`config.mk`:
```
export PLATFORM = sky130hd
export DESIGN_NAME = decode
export DESIGN_NICKNAME = d
export VERILOG_FILES = /design/src/rtl/decode_pkg.sv /design/src/rtl/decode_imm_gen.sv /design/src/rtl/decode.sv
export SDC_FILE = /design/constraint.sdc
export NUM_CORES = 1
export LEC_CHECK = 0
export ABC_AREA = 0
export ABC_CLOCK_PERIOD_IN_PS = 6950
export CAP_MARGIN = 15
export CORE_MARGIN = 2
export CORE_UTILIZATION = 44
export CTS_CLUSTER_SIZE = 24
export DETAILED_ROUTE_END_ITERATION = 16
export PLACE_DENSITY_LB_ADDON = 0.2
export SLEW_MARGIN = 20
export SYNTH_ARGS = -nofsm -noshare
export SYNTH_HDL_FRONTEND = slang
export SYNTH_SLANG_ARGS = --single-unit
export TNS_END_PERCENT = 100
```
`constraint.sdc`:
```
create_clock -name clk -period 6.95 [get_ports clk]
set_clock_uncertainty 0.1 [all_clocks]
set_input_delay 1.39 -clock clk [delete_from_list [all_inputs] [get_ports clk]]
set_output_delay 1.39 -clock clk [all_outputs]
set_load 0.05 [all_outputs]
```
`src/rtl/decode_pkg.sv`:
```
// decode_pkg: shared definitions for the RV32I + Zicsr decode stage.
// Holds the major opcode constants, ALU and branch encodings, memory size and
// CSR operation codes, the registered decode bundle layout, and a helper that
// maps funct3 to an ALU operation.
package decode_pkg;

  localparam logic [6:0] OPC_LUI      = 7'b0110111;
  localparam logic [6:0] OPC_AUIPC    = 7'b0010111;
  localparam logic [6:0] OPC_JAL      = 7'b1101111;
  localparam logic [6:0] OPC_JALR     = 7'b1100111;
  localparam logic [6:0] OPC_BRANCH   = 7'b1100011;
  localparam logic [6:0] OPC_LOAD     = 7'b0000011;
  localparam logic [6:0] OPC_STORE    = 7'b0100011;
  localparam logic [6:0] OPC_OP_IMM   = 7'b0010011;
  localparam logic [6:0] OPC_OP       = 7'b0110011;
  localparam logic [6:0] OPC_MISC_MEM = 7'b0001111;
  localparam logic [6:0] OPC_SYSTEM   = 7'b1110011;

  typedef enum logic [3:0] {
    ALU_ADD   = 4'd0,
    ALU_SUB   = 4'd1,
    ALU_SLL   = 4'd2,
    ALU_SLT   = 4'd3,
    ALU_SLTU  = 4'd4,
    ALU_XOR   = 4'd5,
    ALU_SRL   = 4'd6,
    ALU_SRA   = 4'd7,
    ALU_OR    = 4'd8,
    ALU_AND   = 4'd9,
    ALU_PASSB = 4'd10   // result = operand b (LUI)
  } alu_op_e;

  typedef enum logic [2:0] {
    BR_NONE = 3'd0,
    BR_EQ   = 3'd1,
    BR_NE   = 3'd2,
    BR_LT   = 3'd3,
    BR_GE   = 3'd4,
    BR_LTU  = 3'd5,
    BR_GEU  = 3'd6,
    BR_JUMP = 3'd7
  } branch_type_e;

  localparam logic [1:0] MEM_B = 2'd0;
  localparam logic [1:0] MEM_H = 2'd1;
  localparam logic [1:0] MEM_W = 2'd2;

  // CSR op codes equal funct3[1:0] of the CSR instructions.
  localparam logic [1:0] CSR_NONE = 2'd0;
  localparam logic [1:0] CSR_RW   = 2'd1;
  localparam logic [1:0] CSR_RS   = 2'd2;
  localparam logic [1:0] CSR_RC   = 2'd3;

  typedef struct packed {
    logic         valid;
    logic [31:0]  pc;
    logic [31:0]  next_pc;
    logic [4:0]   rs1;
    logic [4:0]   rs2;
    logic [4:0]   rd;
    logic         uses_rs1;
    logic         uses_rs2;
    logic [31:0]  imm;
    alu_op_e      alu_op;
    logic         alu_sel_a;
    logic         alu_sel_b;
    branch_type_e branch_type;
    logic         jalr;
    logic         load;
    logic         store;
    logic         mem_signed;
    logic [1:0]   mem_size;
    logic         write_rd;
    logic [1:0]   csr_op;
    logic [11:0]  csr_addr;
    logic         ecall;
    logic         ebreak;
    logic         mret;
    logic         illegal;
  } dec_bundle_t;

  // funct3 -> ALU op; alt selects SUB/SRA (instr bit 30 where meaningful).
  function automatic alu_op_e alu_from_f3(input logic [2:0] f3, input logic alt);
    alu_op_e op;
    case (f3)
      3'b000:  op = alt ? ALU_SUB : ALU_ADD;
      3'b001:  op = ALU_SLL;
      3'b010:  op = ALU_SLT;
      3'b011:  op = ALU_SLTU;
      3'b100:  op = ALU_XOR;
      3'b101:  op = alt ? ALU_SRA : ALU_SRL;
      3'b110:  op = ALU_OR;
      3'b111:  op = ALU_AND;
      default: op = ALU_ADD;
    endcase
    return op;
  endfunction

endpackage

```
`src/rtl/decode_imm_gen.sv`:
```
// imm_gen: combinational immediate extraction for the decode stage.
// Ports: instr_i (raw instruction word) -> imm_o (32-bit immediate).
// Format is chosen from the major opcode; SYSTEM yields the zero-extended
// CSR uimm field; opcodes without an immediate yield 0.
module imm_gen
  import decode_pkg::*;
(
  input  logic [31:0] instr_i,
  output logic [31:0] imm_o
);

  // Select the immediate format from the opcode.
  always_comb begin
    case (instr_i[6:0])
      OPC_LUI, OPC_AUIPC:
        imm_o = {instr_i[31:12], 12'd0};
      OPC_JAL:
        imm_o = {{12{instr_i[31]}}, instr_i[19:12], instr_i[20], instr_i[30:21], 1'b0};
      OPC_JALR, OPC_LOAD, OPC_OP_IMM, OPC_MISC_MEM:
        imm_o = {{20{instr_i[31]}}, instr_i[31:20]};
      OPC_STORE:
        imm_o = {{20{instr_i[31]}}, instr_i[31:25], instr_i[11:7]};
      OPC_BRANCH:
        imm_o = {{20{instr_i[31]}}, instr_i[7], instr_i[30:25], instr_i[11:8], 1'b0};
      OPC_SYSTEM:
        imm_o = {27'd0, instr_i[19:15]};
      default:
        imm_o = 32'd0;
    endcase
  end

endmodule

```
`src/rtl/decode.sv`:
```
// decode: single-stage registered RV32I + Zicsr instruction decoder.
// Inputs : clk, reset (async, active-high), valid_in, pc_in, next_pc_in,
//          instr_in, stall (hold outputs), flush (kill slot).
// Outputs: valid_out plus the decoded bundle (pc/next_pc copies, register
//          indices and use flags, immediate, ALU controls, branch/jump info,
//          memory controls, writeback enable, CSR op/address, system flags).
// Edge priority is flush > stall > load; every output comes from a register.
module decode
  import decode_pkg::*;
(
  input  logic        clk,
  input  logic        reset,
  input  logic        valid_in,
  input  logic [31:0] pc_in,
  input  logic [31:0] next_pc_in,
  input  logic [31:0] instr_in,
  input  logic        stall,
  input  logic        flush,
  output logic        valid_out,
  output logic [31:0] pc_out,
  output logic [31:0] next_pc_out,
  output logic [4:0]  rs1_addr,
  output logic [4:0]  rs2_addr,
  output logic [4:0]  rd_addr,
  output logic        uses_rs1,
  output logic        uses_rs2,
  output logic [31:0] imm,
  output logic [3:0]  alu_op,
  output logic        alu_sel_a,
  output logic        alu_sel_b,
  output logic [2:0]  branch_type,
  output logic        jalr,
  output logic        load,
  output logic        store,
  output logic        mem_signed,
  output logic [1:0]  mem_size,
  output logic        write_rd,
  output logic [1:0]  csr_op,
  output logic [11:0] csr_addr,
  output logic        ecall,
  output logic        ebreak,
  output logic        mret,
  output logic        illegal
);

  logic [31:0] imm_s;
  logic [6:0]  opcode_s;
  logic [2:0]  funct3_s;
  logic [6:0]  funct7_s;
  logic        wr_s;
  logic        ill_s;
  dec_bundle_t dec_s;
  dec_bundle_t bundle_d;
  dec_bundle_t bundle_q;

  assign opcode_s = instr_in[6:0];
  assign funct3_s = instr_in[14:12];
  assign funct7_s = instr_in[31:25];

  imm_gen u_imm_gen (
    .instr_i (instr_in),
    .imm_o   (imm_s)
  );

  // Decode instr_in into a candidate bundle.
  always_comb begin
    dec_s             = '0;
    dec_s.valid       = valid_in;
    dec_s.pc          = pc_in;
    dec_s.next_pc     = next_pc_in;
    dec_s.rs1         = instr_in[19:15];
    dec_s.rs2         = instr_in[24:20];
    dec_s.rd          = instr_in[11:7];
    dec_s.imm         = imm_s;
    dec_s.csr_addr    = instr_in[31:20];
    dec_s.alu_op      = ALU_ADD;
    dec_s.branch_type = BR_NONE;
    wr_s              = 1'b0;
    ill_s             = 1'b0;
    case (opcode_s)
      OPC_LUI: begin
        wr_s = 1'b1; dec_s.alu_sel_b = 1'b1; dec_s.alu_op = ALU_PASSB;
      end
      OPC_AUIPC: begin
        wr_s = 1'b1; dec_s.alu_sel_a = 1'b1; dec_s.alu_sel_b = 1'b1;
      end
      OPC_JAL: begin
        wr_s = 1'b1; dec_s.alu_sel_a = 1'b1; dec_s.alu_sel_b = 1'b1;
        dec_s.branch_type = BR_JUMP;
      end
      OPC_JALR: begin
        wr_s = 1'b1; dec_s.uses_rs1 = 1'b1; dec_s.alu_sel_b = 1'b1;
        dec_s.jalr = 1'b1; dec_s.branch_type = BR_JUMP;
        ill_s = (funct3_s != 3'b000);
      end
      OPC_BRANCH: begin
        dec_s.uses_rs1 = 1'b1; dec_s.uses_rs2 = 1'b1;
        case (funct3_s)
          3'b000:  dec_s.branch_type = BR_EQ;
          3'b001:  dec_s.branch_type = BR_NE;
          3'b100:  dec_s.branch_type = BR_LT;
          3'b101:  dec_s.branch_type = BR_GE;
          3'b110:  dec_s.branch_type = BR_LTU;
          3'b111:  dec_s.branch_type = BR_GEU;
          default: ill_s = 1'b1;
        endcase
      end
      OPC_LOAD: begin
        wr_s = 1'b1; dec_s.uses_rs1 = 1'b1; dec_s.alu_sel_b = 1'b1;
        dec_s.load = 1'b1; dec_s.mem_size = funct3_s[1:0];
        dec_s.mem_signed = ~funct3_s[2];
        // valid: LB LH LW LBU LHU
        ill_s = (funct3_s[1:0] == 2'b11) || (funct3_s == 3'b110);
      end
      OPC_STORE: begin
        dec_s.uses_rs1 = 1'b1; dec_s.uses_rs2 = 1'b1; dec_s.alu_sel_b = 1'b1;
        dec_s.store = 1'b1; dec_s.mem_size = funct3_s[1:0];
        ill_s = funct3_s[2] || (funct3_s[1:0] == 2'b11);
      end
      OPC_OP_IMM: begin
        wr_s = 1'b1; dec_s.uses_rs1 = 1'b1; dec_s.alu_sel_b = 1'b1;
        // bit 30 only selects SRAI; for ADDI it is immediate data
        dec_s.alu_op = alu_from_f3(funct3_s, (funct3_s == 3'b101) && funct7_s[5]);
        if (funct3_s == 3'b001) begin
          ill_s = (funct7_s != 7'b0000000);
        end else if (funct3_s == 3'b101) begin
          ill_s = (funct7_s != 7'b0000000) && (funct7_s != 7'b0100000);
        end else begin
          ill_s = 1'b0;
        end
      end
      OPC_OP: begin
        wr_s = 1'b1; dec_s.uses_rs1 = 1'b1; dec_s.uses_rs2 = 1'b1;
        dec_s.alu_op = alu_from_f3(funct3_s, funct7_s[5]);
        ill_s = !((funct7_s == 7'b0000000) ||
                  ((funct7_s == 7'b0100000) &&
                   ((funct3_s == 3'b000) || (funct3_s == 3'b101))));
      end
      OPC_MISC_MEM: begin
        // FENCE / FENCE.I retire as no-ops
        ill_s = (funct3_s[2:1] != 2'b00);
      end
      OPC_SYSTEM: begin
        if (funct3_s == 3'b000) begin
          if (instr_in[19:7] != 13'd0) begin
            ill_s = 1'b1;
          end else begin
            case (instr_in[31:20])
              12'h000: dec_s.ecall  = 1'b1;
              12'h001: dec_s.ebreak = 1'b1;
              12'h302: dec_s.mret   = 1'b1;
              default: ill_s = 1'b1;
            endcase
          end
        end else if (funct3_s == 3'b100) begin
          ill_s = 1'b1;
        end else begin
          wr_s = 1'b1;
          dec_s.csr_op   = funct3_s[1:0];
          dec_s.uses_rs1 = ~funct3_s[2];
        end
      end
      default: ill_s = 1'b1;
    endcase
    // Illegal instructions carry no side effects.
    if (ill_s) begin
      dec_s.load        = 1'b0;
      dec_s.store       = 1'b0;
      dec_s.mem_signed  = 1'b0;
      dec_s.mem_size    = MEM_B;
      dec_s.branch_type = BR_NONE;
      dec_s.jalr        = 1'b0;
      dec_s.csr_op      = CSR_NONE;
      dec_s.uses_rs1    = 1'b0;
      dec_s.uses_rs2    = 1'b0;
      dec_s.alu_sel_a   = 1'b0;
      dec_s.alu_sel_b   = 1'b0;
      dec_s.alu_op      = ALU_ADD;
      dec_s.ecall       = 1'b0;
      dec_s.ebreak      = 1'b0;
      dec_s.mret        = 1'b0;
      dec_s.write_rd    = 1'b0;
    end else begin
      dec_s.write_rd = wr_s && (instr_in[11:7] != 5'd0);
    end
    dec_s.illegal = ill_s;
  end

  // Next-state select: flush kills the slot, stall holds, otherwise load.
  always_comb begin
    if (flush) begin
      bundle_d       = bundle_q;
      bundle_d.valid = 1'b0;
    end else if (stall) begin
      bundle_d = bundle_q;
    end else begin
      bundle_d = dec_s;
    end
  end

  // Bundle register with asynchronous clear.
  always_ff @(posedge clk or posedge reset) begin
    if (reset) begin
      bundle_q <= '0;
    end else begin
      bundle_q <= bundle_d;
    end
  end

  assign valid_out   = bundle_q.valid;
  assign pc_out      = bundle_q.pc;
  assign next_pc_out = bundle_q.next_pc;
  assign rs1_addr    = bundle_q.rs1;
  assign rs2_addr    = bundle_q.rs2;
  assign rd_addr     = bundle_q.rd;
  assign uses_rs1    = bundle_q.uses_rs1;
  assign uses_rs2    = bundle_q.uses_rs2;
  assign imm         = bundle_q.imm;
  assign alu_op      = bundle_q.alu_op;
  assign alu_sel_a   = bundle_q.alu_sel_a;
  assign alu_sel_b   = bundle_q.alu_sel_b;
  assign branch_type = bundle_q.branch_type;
  assign jalr        = bundle_q.jalr;
  assign load        = bundle_q.load;
  assign store       = bundle_q.store;
  assign mem_signed  = bundle_q.mem_signed;
  assign mem_size    = bundle_q.mem_size;
  assign write_rd    = bundle_q.write_rd;
  assign csr_op      = bundle_q.csr_op;
  assign csr_addr    = bundle_q.csr_addr;
  assign ecall       = bundle_q.ecall;
  assign ebreak      = bundle_q.ebreak;
  assign mret        = bundle_q.mret;
  assign illegal     = bundle_q.illegal;

endmodule

```
# Yosys cells after proc, flatten, opt, wreduce, memory -nomap -nowiden
# Index checks and enable logic that the tools add are counted.
# classes
eq_ne	24
muxes	48
bitwise	3
reduce_logical	30
# ops
operator	count
$mux W148	2
$pmux W32 S6	1
$pmux W4 S8	2
$eq A7 B6 Y1 const B	4
$eq A7 B7 Y1 const B	4
$mux W1	26
$pmux W3 S6	1
$mux W15	1
$eq A7 B5 Y1 const B	2
$reduce_or A7 Y1	2
$reduce_bool A13 Y1	1
$eq A12 B1 Y1 const B	1
$eq A12 B10 Y1 const B	1
$eq A3 B3 Y1 const B	4
$logic_not A12 Y1	1
$mux W2	6
$mux W3	4
$pmux W4 S3	1
$reduce_or A6 Y1	2
$pmux W1 S9	1
$reduce_or A3 Y1	3
$reduce_or A2 Y1	4
$eq A7 B2 Y1 const B	1
$eq A7 B4 Y1 const B	1
19 further kinds	29
# word_totals
register_bits	148
in_bits	101
out_inout_bits	148
word_cells	130

# Depth between registers and ports, before layout
# depth
ltp_word	9
ltp_mapped	9
mapped_depth_nobuf	6

# By module
# A second synthesis with hierarchy kept.
# hier_totals
hier_cells	772
hier_area_um2	6546.3
# by_module_without_submodules
module	instances	cells_each	area_each_um2	seq_area_each_um2
decode	1	684	5943.2	3578.4
imm_gen	1	88	603.1	0.0

# Worst setup path before layout
# Ideal clock, no wire load.
# synth_timing
kind	input to register
from	input instr_in[31]
to	register bundle_q (netlist bit uses_rs2)
setup_ns	0.096
arrival_ns	2.858
required_time_ns	6.754
slack_ns	3.897
cell_stages	6
path_cell_list	or4_4 -> a2111oi_4 -> nor3_1 -> nor3_2 -> nand2_2 -> o31ai_1
# synth_via
elab_chain_len	7
elab_cells_between_ends	19
classes_between	eq/ne (4); mux (7); reduce/logical (8)
# synth_rtl
element	line_no	source
start: declaration	decode.sv:16	input logic [31:0] instr_in,
$eq A12 B1 Y1, or another cell as far along	decode.sv:148	case (instr_in[31:20])
$reduce_or A3 Y1 (no line)	-	
$mux W1	decode.sv:148	
$mux W1	decode.sv:145	if (instr_in[19:7] != 13'd0) begin
$mux W1	decode.sv:144	if (funct3_s == 3'b000) begin
$pmux W1 S9 *	decode.sv:80	case (opcode_s)
$mux W2 *	decode.sv:166	if (ill_s) begin
end signal: assignment	decode.sv:206	bundle_q <= bundle_d;
end: declaration	decode.sv:54	dec_bundle_t bundle_q;
# Mark *: on every way between the ends. The rest lies on a longest branch, timed or not.
# A chain may end at the register's enable or synchronous reset.

# Worst setup path in the final report
# layout_timing
from	input instr_in[5]
to	register bundle_q (netlist bit load)
# layout_via
elab_chain_len	4
elab_cells_between_ends	15
classes_between	eq/ne (11); mux (3); reduce/logical (1)
# layout_rtl
element	line_no
$eq A7 B6 Y1, or another cell as far along	decode.sv:80
$reduce_or A3 Y1 (no line)	-
$pmux W1 S9	decode.sv:80
$mux W15 *	decode.sv:166
# Marked as above.

==> out/results.ini <==
[synth]
synthesis.nets = 826
ys.flop_type = dfrtp_1
synth_seq_cells = 143
synth-seq-area-share = 0.572
syn_inst = 725
yosys_warnings = 0
netlist_area_um2 = 6260
synth_edf_count = 0
async_flop_share = 1.00
avgSynthCellArea_um2 = 8.64
synth.distinct_cells = 46

[die]
die_w_um = 123
start_util = 0.451
die_y_um = 123
die-area_um2 = 15200
ioPinCount = 249
core_um2 = 13900
rows = 43

[worst_setup_path]
reg2reg_to = mem_size[1]$_DFFE_PP0P_
cp-start-kind = primary input
crit_chain = clkdlybuf4s50_1 > nor3b_1 > o21ai_0 > a221oi_2 > nand2_2 > o31ai_1
path_class = primary input to register
critPathCaptureType = register
arrival_ns = 4.26
max_stage_delay_ns = 0.90
crit_family = compound AO/OA/AOI/OAI gates
critPathRequiredTime_ns = 7.16
path_buf_inv = 1
timing.rr.start = mem_size[1]$_DFFE_PP0P_
reg2reg_depth = 1
slowest_stage = a221oi_2
ff2ff_setup_slack_ns = 6.12
critPathMaxFanout = 19
cp.depth = 6

[global_route]
grt_pass1_vias = 5522
grt_max_degree = 100
grt-ovfl-total = 0
antenna_found_initial = 0
grt_usage = 0.257
grt_pass1_wl_mm = 29.7

[cts]
cts_resized = 0
cts_tree = yes
clock_path_buffers = 2
cts_hold_buf = 0
clk_pin_slew_worst_paths_ns = 0.06
cts_setup_buffers = 0
clockRootBuffer = clkbuf_16
cts_sinks = 143
cts-buffers-inserted = 17
clock_latency_ns = 0.42
h-tree-depth = 4

[timing]
fin_hold_ws_ns = 0.367
rsz0062_at_grt = no
min_period_ns = 4.05
hold_viol_final = 0
fmax_mhz = 247
timing.setup.tns_ns = 0
maxSlewViolCount = 0
worst_slack_ns = 2.90
period_share = 0.583
slew_headroom = 0.278
setup_viol = 0
worstMarginPinSlew_ns = 1.08

[pwr]
p_per_area_nw_per_um2 = 263
vdd_ir_drop_max_uv = 175
leakage_nw = 4.21

[hold_path]
hp-start = pc_out[15]$_DFFE_PP0P_
whs_endpoint = pc_out[15]$_DFFE_PP0P_
holdPathStages = 2
hp-class = register to register

[layout]
postLayoutCoreUtil = 0.674
diodes = 0
areaGrowthSynthToFinish_pct = 49.3
drive_gt1_frac = 0.0428
nets = 1046

[placed_design]
place.gp.congestion = 0.859
portBuffers = 248
post-place-ws_ns = 2.53
dp_hpwl_mm = 13.2

[route]
drtAntennaViolNets = 0
firstDrtPassIters = 5
wirelength_mm = 19.3
via_per_inst = 5.17
drt-wirelength-per-cell_um = 17.0
drc = 0
dr_total_vias = 5882
drt_iter0_drc = 431

[run]
cap_viol_max_count = 0

[status]
outcome = completed

-- final cells by class --
class | instances | area, µm²
fillers | 1143 | 4530
clock inverters | 9 | 86.3
clock buffers | 22 | 464
multi-input cells | 527 | 2460
flip-flops and latches | 143 | 3580
repair buffers | 252 | 2510
inverters | 4 | 20.0
well taps | 180 | 225
-- metal layers --
layer | global-route usage | routed length, µm | vias to the layer above
met3 | 0.0807 | 1800 | 34
met4 | 0.0902 | 426 | 0
met5 | 0 | 0 | -
met1 | 0.342 | 8100 | 2783
met2 | 0.397 | 8940 | 252
li1 | - | - | 2813
-- through the flow --
stage	power [mW]	cells	cell area, µm²
global route	2.56	1137	9350
finish	2.46	1137	9350
floorplan	1.36	725	6260
global placement	1.62	1106	8800
detailed placement	1.62	1106	8800
CTS	2.48	1137	9350
-- synth_stat cells, types with 4 or more instances --
cell      instances  share of area
dfrtp_1         143           0.57
o31ai_1           4         0.0048
inv_1             4         0.0024
o21ai_0          38          0.030
nor2b_1           6         0.0060
nand2b_1          6         0.0060
clkbuf_1         40          0.024
a22o_1            8          0.011
buf_4             5         0.0060
nand2_1         317           0.19
a32o_1            6         0.0096
a21oi_1          43          0.034
nor2_1           33          0.020
and2_1            4         0.0040
and3_1            4         0.0040
nand3_1           6         0.0048
nor3_1            7         0.0056
-- worst max path at each step --
stage	startpoint	to	slack, ns
floorplan	reset	alu_op[0]$_DFFE_PP0P_	1.62
global placement	instr_in[5]	load$_DFFE_PP0P_	2.65
detailed placement	instr_in[5]	load$_DFFE_PP0P_	2.53
CTS	instr_in[5]	load$_DFFE_PP0P_	2.96
global route	instr_in[5]	load$_DFFE_PP0P_	2.65
finish	instr_in[5]	load$_DFFE_PP0P_	2.90
-- cells in the final DEF, fill, tap and decap left out, drive strengths merged, types with 3 or more instances in the layout --
cell / instances
a21oi: 43
a22o: 8
a31oi: 3
a32o: 6
a32oi: 3
and2: 4
and3: 4
buf: 4
clkbuf: 22
clkdlybuf4s50: 248
clkinv: 5
dfrtp: 143
inv: 5
mux2i: 3
nand2: 318
nand2b: 6
nand3: 6
nor2: 33
nor2b: 6
nor3: 8
o211ai: 3
o21ai: 38
o31ai: 4
or4: 3
-- kinds of logic after synthesis --
kind of cell    share of synthesized area
compound gates                      0.123
xor+xnor                          0.00140
buf+inv                            0.0366
flops                               0.572
mux                               0.00480
simple gates                        0.263
-- where the power goes --
group          leakage (nW)  internal (mW)  switching (mW)
sequential             1.83          0.906          0.0407
clock                 0.266          0.509           0.346
combinational          2.11          0.220           0.440
-- sequential cells by signal, summed over array words and instances, names as in the netlist, 3 cells and up --
| register | flops |
|---|---|
| imm | 32 |
| next_pc_out | 32 |
| pc_out | 32 |
| csr_addr | 8 |
| rd_addr | 5 |
| rs1_addr | 5 |
| alu_op | 4 |
| rs2_addr | 4 |
| branch_type | 3 |
Note: power is estimated with default switching activity, not from simulation.
